--- src/rtl/iddr_rx_packer_if.sv ---
// iddr_rx_packer_if: sample inputs, control pulses and the packed-word stream of the DDR receive packer
interface iddr_rx_packer_if #(
   parameter int DATA_BITS = 8,
   parameter int PAIRS     = 2
);
   logic [DATA_BITS-1:0]         din_h;
   logic [DATA_BITS-1:0]         din_l;
   logic                         din_en;
   logic                         slip;
   logic                         overflow_clr;
   logic [2*DATA_BITS*PAIRS-1:0] out_data;
   logic                         out_valid;
   logic                         out_ready;
   logic                         phase;
   logic                         overflow;
   modport master (
      output din_h, din_l, din_en, slip, overflow_clr, out_ready,
      input  out_data, out_valid, phase, overflow
   );
   modport slave (
      input  din_h, din_l, din_en, slip, overflow_clr, out_ready,
      output out_data, out_valid, phase, overflow
   );
endinterface

--- src/rtl/iddr_rx_packer.sv ---
// iddr_rx_packer: phase-aligns IDDR sample pairs, packs them into words and queues them in a FIFO
module iddr_rx_packer #(
   parameter int DATA_BITS  = 8,
   parameter int PAIRS      = 2,
   parameter int FIFO_DEPTH = 4
) (
   input logic                clk,
   input logic                rst,
   iddr_rx_packer_if.slave    bus
);
   localparam int PW = 2 * DATA_BITS;
   localparam int WW = PW * PAIRS;
   localparam int IW = (PAIRS > 1) ? $clog2(PAIRS) : 1;
   localparam int AW = $clog2(FIFO_DEPTH);
   localparam logic [IW-1:0] LAST = IW'(PAIRS - 1);

   logic                 r_phase, r_prev_v, r_pair_v, r_word_v, r_ovf;
   logic [DATA_BITS-1:0] r_prev_l;
   logic [PW-1:0]        r_pair, w_pair;
   logic                 w_pair_v;
   logic [WW-1:0]        r_acc, r_word, w_word;
   logic [IW-1:0]        r_idx;
   logic [WW-1:0]        r_mem [FIFO_DEPTH];
   logic [AW:0]          r_wr, r_rd;
   logic                 w_full, w_empty, w_pop, w_push, w_drop;

   assign w_pair   = r_phase ? {bus.din_h, r_prev_l} : {bus.din_l, bus.din_h};
   assign w_pair_v = bus.din_en & (~r_phase | r_prev_v);
   assign w_empty  = r_wr == r_rd;
   assign w_full   = (r_wr[AW] != r_rd[AW]) && (r_wr[AW-1:0] == r_rd[AW-1:0]);
   assign w_pop    = ~w_empty & bus.out_ready;
   assign w_push   = r_word_v & (~w_full | w_pop);
   assign w_drop   = r_word_v & w_full & ~w_pop;

   assign bus.out_data  = r_mem[r_rd[AW-1:0]];
   assign bus.out_valid = ~w_empty;
   assign bus.phase     = r_phase;
   assign bus.overflow  = r_ovf;

   // Pair former: phase 1 borrows the previous cycle's falling sample; slip drops the pair in flight
   always_ff @(posedge clk) begin
      if (rst) begin
         r_phase  <= 1'b0;
         r_prev_v <= 1'b0;
         r_prev_l <= '0;
         r_pair_v <= 1'b0;
         r_pair   <= '0;
      end else begin
         r_phase  <= r_phase ^ bus.slip;
         r_pair   <= w_pair;
         r_pair_v <= w_pair_v & ~bus.slip;
         r_prev_v <= ~bus.slip & (r_prev_v | bus.din_en);
         if (bus.din_en) r_prev_l <= bus.din_l;
      end
   end

   // Completed word is the accumulator with the final pair dropped into the top slot
   always_comb begin
      w_word = r_acc;
      w_word[WW-PW +: PW] = r_pair;
   end

   // Packer: fills slots LSB-first; slip abandons the partial word, including one completing now
   always_ff @(posedge clk) begin
      if (rst) begin
         r_idx    <= '0;
         r_acc    <= '0;
         r_word   <= '0;
         r_word_v <= 1'b0;
      end else begin
         r_word_v <= r_pair_v & ~bus.slip & (r_idx == LAST);
         if (bus.slip) begin
            r_idx <= '0;
            r_acc <= '0;
         end else if (r_pair_v) begin
            r_acc[r_idx*PW +: PW] <= r_pair;
            r_idx <= (r_idx == LAST) ? '0 : r_idx + 1'b1;
            if (r_idx == LAST) r_word <= w_word;
         end
      end
   end

   // Output FIFO: a full FIFO still accepts when popping in the same cycle; otherwise drop and flag
   always_ff @(posedge clk) begin
      if (rst) begin
         r_wr  <= '0;
         r_rd  <= '0;
         r_ovf <= 1'b0;
         for (int i = 0; i < FIFO_DEPTH; i++) r_mem[i] <= '0;
      end else begin
         if (w_push) begin
            r_mem[r_wr[AW-1:0]] <= r_word;
            r_wr <= r_wr + 1'b1;
         end
         if (w_pop) r_rd <= r_rd + 1'b1;
         r_ovf <= w_drop | (r_ovf & ~bus.overflow_clr);
      end
   end
endmodule
--- src/flat_wrapper.sv ---
// flat-port wrapper written by rule: the top's interface ports become plain ports
module iddr_rx_packer_flat 
#(
   parameter int DATA_BITS  = 8,
   parameter int PAIRS      = 2,
   parameter int FIFO_DEPTH = 4
)
  (clk, rst, bus_din_h, bus_din_l, bus_din_en, bus_slip, bus_overflow_clr, bus_out_ready, bus_out_data, bus_out_valid, bus_phase, bus_overflow);
  iddr_rx_packer_if #(.DATA_BITS(DATA_BITS), .PAIRS(PAIRS)) bus_i ();
  input logic clk;
  input logic rst;
  input wire logic [$bits(bus_i.din_h)-1:0] bus_din_h;
  input wire logic [$bits(bus_i.din_l)-1:0] bus_din_l;
  input wire logic [$bits(bus_i.din_en)-1:0] bus_din_en;
  input wire logic [$bits(bus_i.slip)-1:0] bus_slip;
  input wire logic [$bits(bus_i.overflow_clr)-1:0] bus_overflow_clr;
  input wire logic [$bits(bus_i.out_ready)-1:0] bus_out_ready;
  output wire logic [$bits(bus_i.out_data)-1:0] bus_out_data;
  output wire logic [$bits(bus_i.out_valid)-1:0] bus_out_valid;
  output wire logic [$bits(bus_i.phase)-1:0] bus_phase;
  output wire logic [$bits(bus_i.overflow)-1:0] bus_overflow;
  assign bus_i.din_h = bus_din_h;
  assign bus_i.din_l = bus_din_l;
  assign bus_i.din_en = bus_din_en;
  assign bus_i.slip = bus_slip;
  assign bus_i.overflow_clr = bus_overflow_clr;
  assign bus_i.out_ready = bus_out_ready;
  assign bus_out_data = bus_i.out_data;
  assign bus_out_valid = bus_i.out_valid;
  assign bus_phase = bus_i.phase;
  assign bus_overflow = bus_i.overflow;
  iddr_rx_packer #(.DATA_BITS(DATA_BITS), .PAIRS(PAIRS), .FIFO_DEPTH(FIFO_DEPTH)) u_core (.clk(clk), .rst(rst), .bus(bus_i));
endmodule
--- config.mk ---
export PLATFORM = sky130hd
export DESIGN_NAME = iddr_rx_packer_flat
export DESIGN_NICKNAME = d
export VERILOG_FILES = /design/src/rtl/iddr_rx_packer_if.sv /design/src/rtl/iddr_rx_packer.sv /design/src/flat_wrapper.sv
export SDC_FILE = /design/constraint.sdc
export NUM_CORES = 1
export LEC_CHECK = 0
export BUFFER_PORTS_ARGS = -buffer_cell sky130_fd_sc_hd__buf_2
export CAP_MARGIN = 40
export CORE_AREA = 4 4 104 155
export CTS_CLUSTER_SIZE = 20
export DETAILED_ROUTE_END_ITERATION = 12
export DIE_AREA = 0 0 108 159
export MAX_ROUTING_LAYER = met4
export PLACE_DENSITY = 0.77
export SYNTH_ARGS = -nofsm -noshare
export SYNTH_HDL_FRONTEND = slang
export SYNTH_SLANG_ARGS = --single-unit
--- constraint.sdc ---
create_clock -name clk -period 7.25 [get_ports clk]
set_clock_uncertainty 0.15 [all_clocks]
set_input_delay 0.3625 -clock clk [delete_from_list [all_inputs] [get_ports clk]]
set_output_delay 0.3625 -clock clk [all_outputs]
set_load 0.005 [all_outputs]
# Word level (Yosys, flattened, before mapping)
# Memories as Yosys holds them, arrays and structs flattened. A register that Yosys moved wholly into a read port is not among the register bits.
# Cells that the tools add are included.
[totals]
ff_bits = 100
ramBits = 128
memories = 1
[memory_table]
columns = ["memory", "depth", "width", "rd", "rd_ports_with_merged_regs", "write_ports", "line", "text"]
rows = [
  ["u_core.r_mem", 4, 32, 1, 1, 4, "iddr_rx_packer.sv:23", "logic [WW-1:0] r_mem [FIFO_DEPTH];"],
]
[classes]
addsub = 4
eq_ne = 3
n_shift = 2
muxes = 13
n_bitwise = 21
n_reduce_logical = 4
[ops]
columns = ["operator", "count"]
rows = [
  ["$neg 5->34", 1],
  ["$shift 16x34->32 const A", 1],
  ["$shiftx 16x34->32", 1],
  ["$bwmux 32", 1],
  ["$mux 32", 1],
  ["$reduce_or 32->1", 1],
  ["$mux 16", 1],
  ["$and 1x1->1", 10],
  ["$mux 1", 7],
  ["$add 3x1->3 const B", 2],
  ["$mux 2", 3],
  ["$not 1->1", 6],
  ["$or 1x1->1", 4],
  ["$eq 3x3->1", 1],
  ["$reduce_and 3->1", 1],
  ["$eq 2x2->1", 1],
  ["$reduce_or 2->1", 1],
  ["$add 1x1->1 const B", 1],
  ["$logic_and 1x1->1", 1],
  ["$ne 1x1->1", 1],
  ["$xor 1x1->1", 1],
]

# Longest topological paths before layout
[logic_depth]
ltp_word = 10
mapped_depth = 6
depth_no_buf = 4

# Least setup slack after synthesis
# OpenSTA, ideal clock, no wires.
[synth_timing]
path_type = "flip-flop to flip-flop"
startpoint = "reg u_core.r_wr[0]"
endpoint = "mem u_core.r_mem[3][0] (netlist name) (enable)"
arrival_ps = 2533
required_ps = 6672
path_slack_ps = 4139
stages_incl_launch_ff = 4
n_path_buf = 0
path_cell_list = "dfxtp_1 -> xor2_2 -> o41ai_4 -> o21bai_1"
[synth_rtl]
columns = ["item", "line", "text"]
rows = [
  ["from (decl)", "iddr_rx_packer.sv:24", "logic [AW:0] r_wr, r_rd;"],
  ["from (signal assigned)", "iddr_rx_packer.sv:93", "r_wr <= r_wr + 1'b1;"],
  ["to (decl)", "iddr_rx_packer.sv:23", ""],
]

==> impl_results.md <==
- Seq cells post-synth: 214
- Max incr delay on CP: 750 ps
- Core footprint: 14700 um^2
- Worst setup EP type: flop
- Required time of the critical path: 7210 ps
- Most used routing layer in global routing: met2
- Synth area leader: edfxtp_1
- Final hold vios: 0
- Pre-Repair DR Iteration Count: 6
- R2r worst-path depth: 4
- Port buffer count: 56
- Met2 Resource Use GR: 38.5%
- Most frequent cells in the layout: edfxtp_1 (128), nand2_1 (96), and2_1 (95)
- Largest net degree at the start of global routing: 73
- Crit path kind: reg2reg
- Worst-skew pair later-pin latency: 490 ps
- Seq/Total Area, Yosys: 64.3%
- Reg power frac: 55.3%
- PD cells: 244 nW/um^2
- Max Slew Vio Count: 0
- Die W: 108 um
- Placed Cells: 880
- Final net count: 748
- Sw Ratio: 20.1%
- Run status: finished, final reports clean
- DRT antenna net count: 0
- Post-Route WL: 17100 um
- GR Util met1: 24.7%
- DRC: 0
- HPWL after DPL: 10900 um
- Leakage: 3.67 nW
- Hold path depth: 3
- Clk root buf: clkbuf_16
- Drt initial violations: 301
- Final Non-Filler Cells: 934
- Core Rows: 54
- Antenna cells: 0
- Setup violators final: 0
- Min Clock Period, post-route: 3110 ps
- Fillers: 1024
- Synthesized area: 8660 um^2
- Max-cap violations: 0
- Overall Global Routing Usage: 21.5%
- Worst vdd rail ir drop: 0.000175 V
- Fmax: 0.321 GHz
- Main flop type after synthesis: edfxtp_1
- Multi-input logic area: 2920 um^2
- Yosys warnings: 0
- Yosys cell types: 34
- Initial antenna violation count: 0
- Post-synth EDFFs: 128
- Met3 GRT Util: 2.64%
- Clock network fraction of total power: 41.0%
- Slew HR: 42.7%
- Starting Density: 59.1%
- Global route total overflow: 0
- Worst EP arrival: 3070 ps
- CTS max path bufs: 3
- Via density per instance: 5.43
- Die Span Y: 159 um
- Slowest CP cell: or2_2
- Crit path buffers/inverters: 0
- Top cell type's share of synthesized area: 44.4%
- Critical R2R Launch: u_core.r_wr[1]
- Full die area: 17200 um^2
- Switching power: 0.000486 W
- Hold EP: u_core.bus.phase
- Post-Syn Instances: 663
- Internal power: 0.00193 W
- Wire per inst: 18.3 um
- Crit path max-delay family: simple AND/OR/NAND/NOR gates
- Async S/R FF share, synth: 0%
- Vias in the first global route: 5552
- Synthesis-to-layout area growth: 14.3%
- Synth area leaders: edfxtp_1 (44%), dfxtp_1 (20%), mux4_2 (8.3%), and2_1 (6.9%), nand2_1 (4.2%)
- Worst Setup Start Kind: flop
- Commonest non-fill, non-tap cell in the layout: edfxtp_1
- Vias: 5069
- Layout Utilization: 67.5%
- Hold crit path type: in2reg
- Post-CTS Setup Inserts: 0
- Sink Count: 214
- Gpl congestion: 0.784
- Post-Syn Area per Cell: 13.1 um^2
- Reg2reg setup slack: 4140 ps
- Share of layout cells above drive strength 1: 23.6%
- Clock H-tree levels: 1
- CTS clock-pin slew for the worst setup and hold paths: 60 ps
- Final Cycle Share: 42.9%
- Crit-path max FO: 33
- First-pass GRT wire length: 28200 um
- Critical-path cell list: xor2_2 > o41a_4 > and3b_4 > or2_2
- TNS Setup: 0 ps
- Tightest Pin Transition: 860 ps
- RSZ-0062 raised after global routing: no
- FF+latch area: 5570 um^2
- Hold Startpoint: bus_slip
- Comb power frac: 3.7%
- Post-Syn Nets: 687
- FF-to-FF End: u_core.r_mem[1][2]
- CTS tree: built
- I/O pin count: 57
- CTS Buf Count: 20
==> routing by layer <==
| layer | vias up | wire length, um |
|---|---|---|
| li1 | 2423 | - |
| met1 | 2501 | 6370 |
| met2 | 110 | 9500 |
| met3 | 35 | 762 |
| met4 | 0 | 470 |
| met5 | - | 0 |
==> final cells by class <==
cell class,count,area share [%]
sequential,214,56.2
multi-input combinational,404,29.5
clock buffer,29,6.03
timing repair buffer,82,5.41
tap,196,2.48
clock inverter,7,0.341
inverter,2,0.0758
==> power groups by stage <==
stage / Clock [W] / Combinational, W / Sequential, W
2_1_floorplan: 0 / 0.0000535 / 0.00135
3_3_place_gp: 0 / 0.0000756 / 0.00136
3_5_place_dp: 0 / 0.0000818 / 0.00136
4_1_cts: 0.00101 / 0.0000897 / 0.00134
5_1_grt: 0.00106 / 0.0000981 / 0.00134
6_report: 0.000992 / 0.0000889 / 0.00134
==> per-stage QoR <==
stage | total power, W | area, um^2 | hold slack, ps | worst slack (ps)
6_report | 0.00242 | 9900 | 24.8 | 4140
5_1_grt | 0.00250 | 9900 | 57.3 | 3910
4_1_cts | 0.00244 | 9890 | 2.69 | 4070
3_5_place_dp | 0.00145 | 9090 | 296 | 3940
3_3_place_gp | 0.00144 | 9050 | 287 | 4040
2_1_floorplan | 0.00141 | 8660 | 279 | 4140
==> sequential cells by signal, summed over array words and instances, names as in the netlist, 3 cells and up, named ones only <==
signal	flops
u_core.r_wr	3
u_core.r_rd	3
u_core.r_pair	16
u_core.r_mem	128
u_core.r_word	32
u_core.r_acc	16
u_core.r_prev_l	8
==> cells by family after synthesis <==
group / synth area share, %
multiplexers: 11.3
AND/OR/NAND/NOR: 17.1
buffers and inverters: 2.14
XOR/XNOR: 0.982
flip-flops: 64.3
adder cells (fa/ha/maj): 0.289
AO/OA/AOI/OAI: 3.94
==> tightest hold or removal path: stages <==
cell     delay (ps)
buf_2           130
xnor2_1          70
nor2_1           70
==> synthesized netlist by cell type (4+ instances only) <==
master    count
edfxtp_1    128
or2_2         5
clkbuf_1     28
mux4_2       32
dfxtp_1      86
mux2i_1      26
a21oi_1      50
buf_2         4
nor2b_1       4
nand2_1      96
and2_2       32
and2_1       95
nor2_1       37
clkbuf_2      9
xor2_1        4
==> repair_timing <==
item | CTS | global route
endpoints found under the hold margin | 19 | 1
gates resized for setup | 0 | 0
hold buffers | 17 | 1
==> worst max-delay path by stage <==
stage / start / to / slack [ps] / cells past startpoint
2_1_floorplan: u_core.r_wr[0] / u_core.r_mem[3][0] / 4140 / 3
3_3_place_gp: rst / u_core.r_mem[1][1] / 4040 / 6
3_5_place_dp: rst / u_core.r_mem[1][1] / 3940 / 6
4_1_cts: u_core.r_wr[1] / u_core.r_mem[1][2] / 4070 / 4
5_1_grt: u_core.r_wr[0] / u_core.r_mem[1][2] / 3910 / 4
6_report: u_core.r_wr[1] / u_core.r_mem[1][2] / 4140 / 4
No activity file was read; power rests on OpenSTA's default activity.
